### src/rtl/input_stage_mc_if.sv
// input_stage_mc_if: per-channel control and configuration bus between the
// timer register block (master) and the capture front-end (slave).
interface input_stage_mc_if #(
  parameter int CH_NUM = 4,
  parameter int FILT_W = 4
);
  logic [CH_NUM-1:0]        ctrl_active_i;
  logic [CH_NUM-1:0]        ctrl_update_i;
  logic [CH_NUM-1:0]        ctrl_arm_i;
  logic [CH_NUM-1:0]        cnt_end_i;
  logic [CH_NUM*8-1:0]      cfg_sel_i;
  logic [CH_NUM*3-1:0]      cfg_mode_i;
  logic [CH_NUM-1:0]        cfg_sel_clk_i;
  logic [CH_NUM*FILT_W-1:0] cfg_filt_i;

  modport master (
    output ctrl_active_i, ctrl_update_i, ctrl_arm_i, cnt_end_i,
    output cfg_sel_i, cfg_mode_i, cfg_sel_clk_i, cfg_filt_i
  );

  modport slave (
    input ctrl_active_i, ctrl_update_i, ctrl_arm_i, cnt_end_i,
    input cfg_sel_i, cfg_mode_i, cfg_sel_clk_i, cfg_filt_i
  );
endinterface

### src/rtl/input_stage_mc.sv
// input_stage_mc: multi-channel capture front-end for the advanced timer.
// Shared synchronisers feed CH_NUM channels, each with its own signal select,
// optional stability filter and event generator.
// Optional feature: define INPUT_STAGE_MC_FILTER_EN to build the filter
// counters; without it every channel behaves as threshold N = 0.

module input_stage_mc_ch #(
  parameter int EXTSIG_NUM = 32,
  parameter int FILT_W     = 4
) (
  input  logic                  clk_i,
  input  logic                  rstn_i,
  input  logic [EXTSIG_NUM-1:0] i_sync,
  input  logic                  i_ls_rise,
  input  logic                  i_active,
  input  logic                  i_update,
  input  logic                  i_arm,
  input  logic                  i_cnt_end,
  input  logic [7:0]            i_sel,
  input  logic [2:0]            i_mode,
  input  logic                  i_sel_clk,
  input  logic [FILT_W-1:0]     i_filt,
  output logic                  o_event,
  output logic                  o_level
);
  // Out-of-range selects read as a constant 0.
  function automatic logic pick(input logic [EXTSIG_NUM-1:0] v, input logic [7:0] s);
    logic b;
    b = 1'b0;
    for (int i = 0; i < EXTSIG_NUM; i++)
      if (s == 8'(i)) b = v[i];
    return b;
  endfunction

  logic [7:0] r_sel;
  logic [2:0] r_mode;
  logic       r_sel_clk, r_level, r_event, r_armed, r_latch;
  logic       w_raw, w_raw_new, w_q, w_take, w_flip, w_nl;
  logic       w_rise, w_fall, w_edge, w_func;

  assign w_raw     = pick(i_sync, r_sel);
  assign w_raw_new = pick(i_sync, i_sel);
  assign w_q       = r_sel_clk ? i_ls_rise : 1'b1;
  // An update cycle owns the channel: no filtering, no event.
  assign w_take    = i_active & w_q & ~i_update;

`ifdef INPUT_STAGE_MC_FILTER_EN
  logic [FILT_W-1:0] r_filt_n, r_cnt;
  assign w_flip = (w_raw != r_level) && (r_cnt == r_filt_n);

  // Stability counter: any sample matching the current level restarts it.
  always_ff @(posedge clk_i or negedge rstn_i)
    if (!rstn_i) begin
      r_filt_n <= '0;
      r_cnt    <= '0;
    end else if (i_update) begin
      r_filt_n <= i_filt;
      r_cnt    <= '0;
    end else if (w_take) begin
      r_cnt <= ((w_raw == r_level) || w_flip) ? '0 : r_cnt + 1'b1;
    end
`else
  logic w_filt_unused;
  assign w_filt_unused = ^i_filt;
  assign w_flip        = (w_raw != r_level);
`endif

  assign w_nl   = w_flip ? w_raw : r_level;
  assign w_rise = ~r_level & w_nl;
  assign w_fall = r_level & ~w_nl;

  // Event function per mode; w_edge is the edge that sets the armed latch.
  always_comb begin
    w_edge = 1'b0;
    w_func = 1'b0;
    case (r_mode)
      3'd0: w_func = 1'b1;
      3'd1: w_func = ~w_nl;
      3'd2: w_func = w_nl;
      3'd3: w_func = w_rise;
      3'd4: w_func = w_fall;
      3'd5: w_func = w_rise | w_fall;
      3'd6: begin w_edge = w_rise; w_func = r_armed & (r_latch | w_rise); end
      3'd7: begin w_edge = w_fall; w_func = r_armed & (r_latch | w_fall); end
    endcase
  end

  // Shadow config and filtered level; level reloads straight from the new source.
  always_ff @(posedge clk_i or negedge rstn_i)
    if (!rstn_i) begin
      r_sel     <= '0;
      r_mode    <= '0;
      r_sel_clk <= 1'b0;
      r_level   <= 1'b0;
    end else if (i_update) begin
      r_sel     <= i_sel;
      r_mode    <= i_mode;
      r_sel_clk <= i_sel_clk;
      r_level   <= w_raw_new;
    end else if (w_take) begin
      r_level <= w_nl;
    end

  // Registered event pulse, only on qualified active samples.
  always_ff @(posedge clk_i or negedge rstn_i)
    if (!rstn_i) r_event <= 1'b0;
    else         r_event <= w_take & w_func;

  // Arm/latch: arm beats counter end; counter end beats a latching edge.
  always_ff @(posedge clk_i or negedge rstn_i)
    if (!rstn_i) begin
      r_armed <= 1'b0;
      r_latch <= 1'b0;
    end else begin
      if (i_arm)          r_armed <= 1'b1;
      else if (i_cnt_end) r_armed <= 1'b0;
      if (i_cnt_end)                       r_latch <= 1'b0;
      else if (w_take & r_armed & w_edge)  r_latch <= 1'b1;
    end

  assign o_event = r_event;
  assign o_level = r_level;
endmodule

module input_stage_mc #(
  parameter int CH_NUM     = 4,
  parameter int EXTSIG_NUM = 32,
  parameter int FILT_W     = 4
) (
  input  logic                  clk_i,
  input  logic                  rstn_i,
  input_stage_mc_if.slave       ctrl,
  input  logic                  ls_clk_i,
  input  logic [EXTSIG_NUM-1:0] signal_i,
  output logic [CH_NUM-1:0]     event_o,
  output logic [CH_NUM-1:0]     level_o
);
  logic [EXTSIG_NUM-1:0] r_sig_s1, r_sig_s2;
  logic [2:0]            r_ls_s;
  logic                  w_ls_rise;

  // Shared synchronisers: 2 flops per signal, 3 for the slow clock edge detect.
  always_ff @(posedge clk_i or negedge rstn_i)
    if (!rstn_i) begin
      r_sig_s1 <= '0;
      r_sig_s2 <= '0;
      r_ls_s   <= '0;
    end else begin
      r_sig_s1 <= signal_i;
      r_sig_s2 <= r_sig_s1;
      r_ls_s   <= {r_ls_s[1:0], ls_clk_i};
    end

  assign w_ls_rise = r_ls_s[1] & ~r_ls_s[2];

  for (genvar c = 0; c < CH_NUM; c++) begin : g_ch
    input_stage_mc_ch #(.EXTSIG_NUM(EXTSIG_NUM), .FILT_W(FILT_W)) u_ch (
      .clk_i     (clk_i),
      .rstn_i    (rstn_i),
      .i_sync    (r_sig_s2),
      .i_ls_rise (w_ls_rise),
      .i_active  (ctrl.ctrl_active_i[c]),
      .i_update  (ctrl.ctrl_update_i[c]),
      .i_arm     (ctrl.ctrl_arm_i[c]),
      .i_cnt_end (ctrl.cnt_end_i[c]),
      .i_sel     (ctrl.cfg_sel_i[8*c +: 8]),
      .i_mode    (ctrl.cfg_mode_i[3*c +: 3]),
      .i_sel_clk (ctrl.cfg_sel_clk_i[c]),
      .i_filt    (ctrl.cfg_filt_i[FILT_W*c +: FILT_W]),
      .o_event   (event_o[c]),
      .o_level   (level_o[c])
    );
  end
endmodule

### src/flat_wrapper.sv
// flat-port wrapper written by rule: the top's interface ports become plain ports
module input_stage_mc_flat 
#(
  parameter int CH_NUM     = 4,
  parameter int EXTSIG_NUM = 32,
  parameter int FILT_W     = 4
)
  (clk_i, rstn_i, ls_clk_i, signal_i, event_o, level_o, ctrl_ctrl_active_i, ctrl_ctrl_update_i, ctrl_ctrl_arm_i, ctrl_cnt_end_i, ctrl_cfg_sel_i, ctrl_cfg_mode_i, ctrl_cfg_sel_clk_i, ctrl_cfg_filt_i);
  input_stage_mc_if #(.CH_NUM(CH_NUM), .FILT_W(FILT_W)) ctrl_i ();
  input  logic clk_i;
  input  logic rstn_i;
  input  logic ls_clk_i;
  input  logic [EXTSIG_NUM-1:0] signal_i;
  output logic [CH_NUM-1:0] event_o;
  output logic [CH_NUM-1:0] level_o;
  input wire logic [$bits(ctrl_i.ctrl_active_i)-1:0] ctrl_ctrl_active_i;
  input wire logic [$bits(ctrl_i.ctrl_update_i)-1:0] ctrl_ctrl_update_i;
  input wire logic [$bits(ctrl_i.ctrl_arm_i)-1:0] ctrl_ctrl_arm_i;
  input wire logic [$bits(ctrl_i.cnt_end_i)-1:0] ctrl_cnt_end_i;
  input wire logic [$bits(ctrl_i.cfg_sel_i)-1:0] ctrl_cfg_sel_i;
  input wire logic [$bits(ctrl_i.cfg_mode_i)-1:0] ctrl_cfg_mode_i;
  input wire logic [$bits(ctrl_i.cfg_sel_clk_i)-1:0] ctrl_cfg_sel_clk_i;
  input wire logic [$bits(ctrl_i.cfg_filt_i)-1:0] ctrl_cfg_filt_i;
  assign ctrl_i.ctrl_active_i = ctrl_ctrl_active_i;
  assign ctrl_i.ctrl_update_i = ctrl_ctrl_update_i;
  assign ctrl_i.ctrl_arm_i = ctrl_ctrl_arm_i;
  assign ctrl_i.cnt_end_i = ctrl_cnt_end_i;
  assign ctrl_i.cfg_sel_i = ctrl_cfg_sel_i;
  assign ctrl_i.cfg_mode_i = ctrl_cfg_mode_i;
  assign ctrl_i.cfg_sel_clk_i = ctrl_cfg_sel_clk_i;
  assign ctrl_i.cfg_filt_i = ctrl_cfg_filt_i;
  input_stage_mc #(.CH_NUM(CH_NUM), .EXTSIG_NUM(EXTSIG_NUM), .FILT_W(FILT_W)) u_core (.clk_i(clk_i), .rstn_i(rstn_i), .ctrl(ctrl_i), .ls_clk_i(ls_clk_i), .signal_i(signal_i), .event_o(event_o), .level_o(level_o));
endmodule
### config.mk
export PLATFORM = sky130hd
export DESIGN_NAME = input_stage_mc_flat
export DESIGN_NICKNAME = d
export VERILOG_FILES = /design/src/rtl/input_stage_mc_if.sv /design/src/rtl/input_stage_mc.sv /design/src/flat_wrapper.sv
export SDC_FILE = /design/constraint.sdc
export NUM_CORES = 1
export LEC_CHECK = 0
export ABC_AREA = 1
export BUFFER_PORTS_ARGS = -buffer_cell sky130_fd_sc_hd__buf_4
export CORE_MARGIN = 2
export CORE_UTILIZATION = 25
export CTS_CLUSTER_DIAMETER = 40
export DETAILED_ROUTE_END_ITERATION = 10
export PLACE_DENSITY = 0.39
export SYNTH_ARGS = -nofsm -noshare
export SYNTH_HDL_FRONTEND = slang
export SYNTH_SLANG_ARGS = --single-unit
### constraint.sdc
create_clock -name clk_i -period 2.8 [get_ports clk_i]
set_clock_uncertainty 0.05 [all_clocks]
set_input_delay 0.14 -clock clk_i [delete_from_list [all_inputs] [get_ports clk_i]]
set_output_delay 0.14 -clock clk_i [all_outputs]
set_load 0.01 [all_outputs]
==> run metrics <==
Synth top area share=0.3847; top post-synthesis cells by count=263 x nand2_1, 172 x inv_1, 138 x nand4_1, 131 x dfrtp_1, 122 x nor2_1; chip width=around 190 um; Final Max Tran Viols=0; CTS root buffer=clkbuf_16; layout net count=1739; synth top area cells=dfrtp_1 38%, nand2_1 12%, nand4_1 10%; sequential-to-total area share from yosys stat=0.3847; most used cell, CP=nand2_1; R2R Setup Slk=-0.39 ns; worst-case hold slack=0.01811 ns; Post-synth top flop=dfrtp_1; startpoint types=register; endpoints failing setup=12; DRT iter0 DRCs=approximately 770; Starting Density=0.2541; Hold Path Class=in2reg; average size of a mapped cell=between 6 and 7 um2; drt first pass iters=5; LEAKAGE=6.137 nW; global route overflow=0; MaxCap Viol Count=0; htree depth=4; Post-synth EDFFs=0; WL/cell=17.18 um; endpoint class of the critical path=register; layout cells sized above 1=0.3037; CP max FO=5; initial antenna violation count=0; largest net degree at the start of global routing=132; fin util=0.4000; GRT Overall Usage=0.2011; CP Data Required Time=3.07 ns; I/O pin count=123; die height=188.6 um; CP max stage cell=dfrtp_2; core area=33530 um2; Synth Area in Adders=0.02349; Tot Pwr=0.005753 W; RSZ-0062 raised after global routing=true; synth warn=0; CTS clock-pin slew for the worst setup and hold paths=0.06 ns; final setup margin=-0.3866 ns; most common cell in the netlist=nand2_1; port bufs=around 110; Cell Area, Synth=8522 um2; DP HPWL=26080 um; compound-gate portion of the synthesized area=0.1023; ys async rst share=1.000; global-route wire length before repair=54280 um; syn_nets=1349; Critical Path Max Stage Delay=0.45 ns; status=complete, but fails checks; WS Path Type=reg2reg; clk sinks=131; Worst-Margin Slew=0.9037 ns; worst path arrival time=3.46 ns; failing checks=negative setup slack; Synth Area in Simple Gates=0.3784; Max IR drop VDD=~0.44 mV; largest family of logic cells by synthesized area=simple AND/OR/NAND/NOR gates; Distinct cells, synth=42; Rel. slew slack=0.3975; CTS tree=yes; Hold Fails Final Rpt=0; Clock Path Buffers=2; Layout area overhead=57.38%; ANT nets after route=0; DRC=0; mux contribution to synthesized area=0.001321; xor/xnor share of the synthesized area=0; filler instances=around 3500; Via density=4.798; FMAX=0.3138 GHz; cells after synthesis=1218; biggest area consumer among synthesized cells=dfrtp_1; synthesis-stage register bit count=around 130; total routed wirelength=35520 um; clock latency on the worst-skew pair=between 0.4 and 0.5 ns; Die ar.=35580 um2; PwrDens=429.0 nW/um2; Rows=67; minimum clock period=~3.2 ns; Vias=about 9900; TritonCTS buffer count=17; Tcrit/Tclk final=1.138; Placer Congestion=roughly 0.91; number of global-route vias before repair=9554; Ant. Diodes=0
-- cell type report --
type	count	area, um2	share of cell area
flip-flops and latches	131	3293	0.2455
clock inverters	13	101.3	0.007557
clock buffers	18	439.2	0.03275
multi-input cells	849	4780	0.3564
repair buffers	417	3502	0.2611
inverters	192	735.7	0.05486
well taps	448	560.5	0.04180
-- where the power goes --
| part | total, W | internal [W] | switching, W |
|---|---|---|---|
| registers | 0.00218 | 0.00202 | 0.000160 |
| logic | 0.00149 | 0.000704 | 0.000785 |
| clock network | 0.00208 | 0.00116 | 0.000922 |
| total | 0.00575 | 0.00389 | 0.00187 |
-- what timing repair did --
action                                 in CTS  in global routing
cloned                                      1                  0
setup endpoints to repair                  12                 12
gates resized for setup                    91                 67
pin swaps                                  44                 59
hold buffers                              109                  0
endpoints found under the hold margin     220                  0
setup buffers                              11                  3
-- sequential cells by signal, indices dropped and copies added (netlist names) --
name,flops
u_core.g_ch.u_ch.r_sel,32
u_core.g_ch.u_ch.o_level,4
u_core.g_ch.u_ch.r_latch,4
u_core.r_sig_s2,32
u_core.g_ch.u_ch.o_event,4
u_core.g_ch.u_ch.r_armed,4
u_core.r_sig_s1,32
u_core.r_ls_s,3
u_core.g_ch.u_ch.r_mode,12
u_core.g_ch.u_ch.r_sel_clk,4
-- through the flow --
step	std cells	setup TNS [ns]	cell area, um2	setup WS (ns)
2_1_floorplan	1218	-0.01479	8528	-0.01479
6_report	2068	-2.439	13410	-0.3866
3_3_place_gp	1917	-3.818	11160	-0.5534
5_1_grt	2068	-6.271	13410	-0.7288
4_1_cts	2066	-2.525	13160	-0.3987
3_5_place_dp	1917	-4.001	11160	-0.5863
-- routing by layer --
layer,GRT usage,wire length [um],vias up
li1,-,-,4891
met1,0.2706,16250,4683
met2,0.3228,16220,289
met3,0.03390,2048,59
met4,0.07572,1001,0
met5,0,0,-
-- worst paths after layout --
check,endpoint,startpoint,cells after the start
max,u_core.g_ch[3].u_ch.o_event,u_core.g_ch[3].u_ch.r_sel[0],27
min,u_core.g_ch[0].u_ch.r_sel[1],ctrl_ctrl_update_i[0],2
max reg2reg,u_core.g_ch[3].u_ch.o_event,u_core.g_ch[3].u_ch.r_sel[0],27
min reg2reg,u_core.r_sig_s2[14],u_core.r_sig_s1[14],0
max in group asynchronous,u_core.g_ch[1].u_ch.r_sel[1],rstn_i,3
min in group asynchronous,u_core.g_ch[0].u_ch.r_sel[7],rstn_i,3
-- worst max-delay path: cells and delay by family (launching register included) --
kind	cells	cell delay, ns
DFF	1	0.45
and+or+nand+nor	20	1.81
adders and majority gates	1	0.17
AOI/OAI and AO/OA	4	0.50
buffers and inverters	2	0.12
-- kinds of logic (layout without fill, tap and decap cells) --
family                   after synthesis  count (layout)
AO/OA/AOI/OAI                        142             142
multiplexers                           1               1
buffers and inverters                238             640
AND/OR/NAND/NOR                      690             690
flip-flops                           131             131
adder cells (fa/ha/maj)               16              16
-- cell usage in the layout (no fill, tap or decap), types with 5 or more instances in the layout --
master,instances
a21oi_1,13
inv_2,30
buf_4,291
dfrtp_1,119
nor2_4,14
o31ai_1,7
nor3_2,5
ha_4,11
clkbuf_16,17
inv_6,6
nand4_1,138
dfrtp_2,12
dlygate4sd3_1,109
buf_6,12
nor4_1,6
nor2_2,22
o211ai_1,7
nand3_1,88
nand2_1,242
nand3_2,5
nor3_1,28
o2111ai_1,14
nand2_2,20
inv_1,153
o21ai_0,64
nor2_1,107
(Power assumes the default switching activity.)
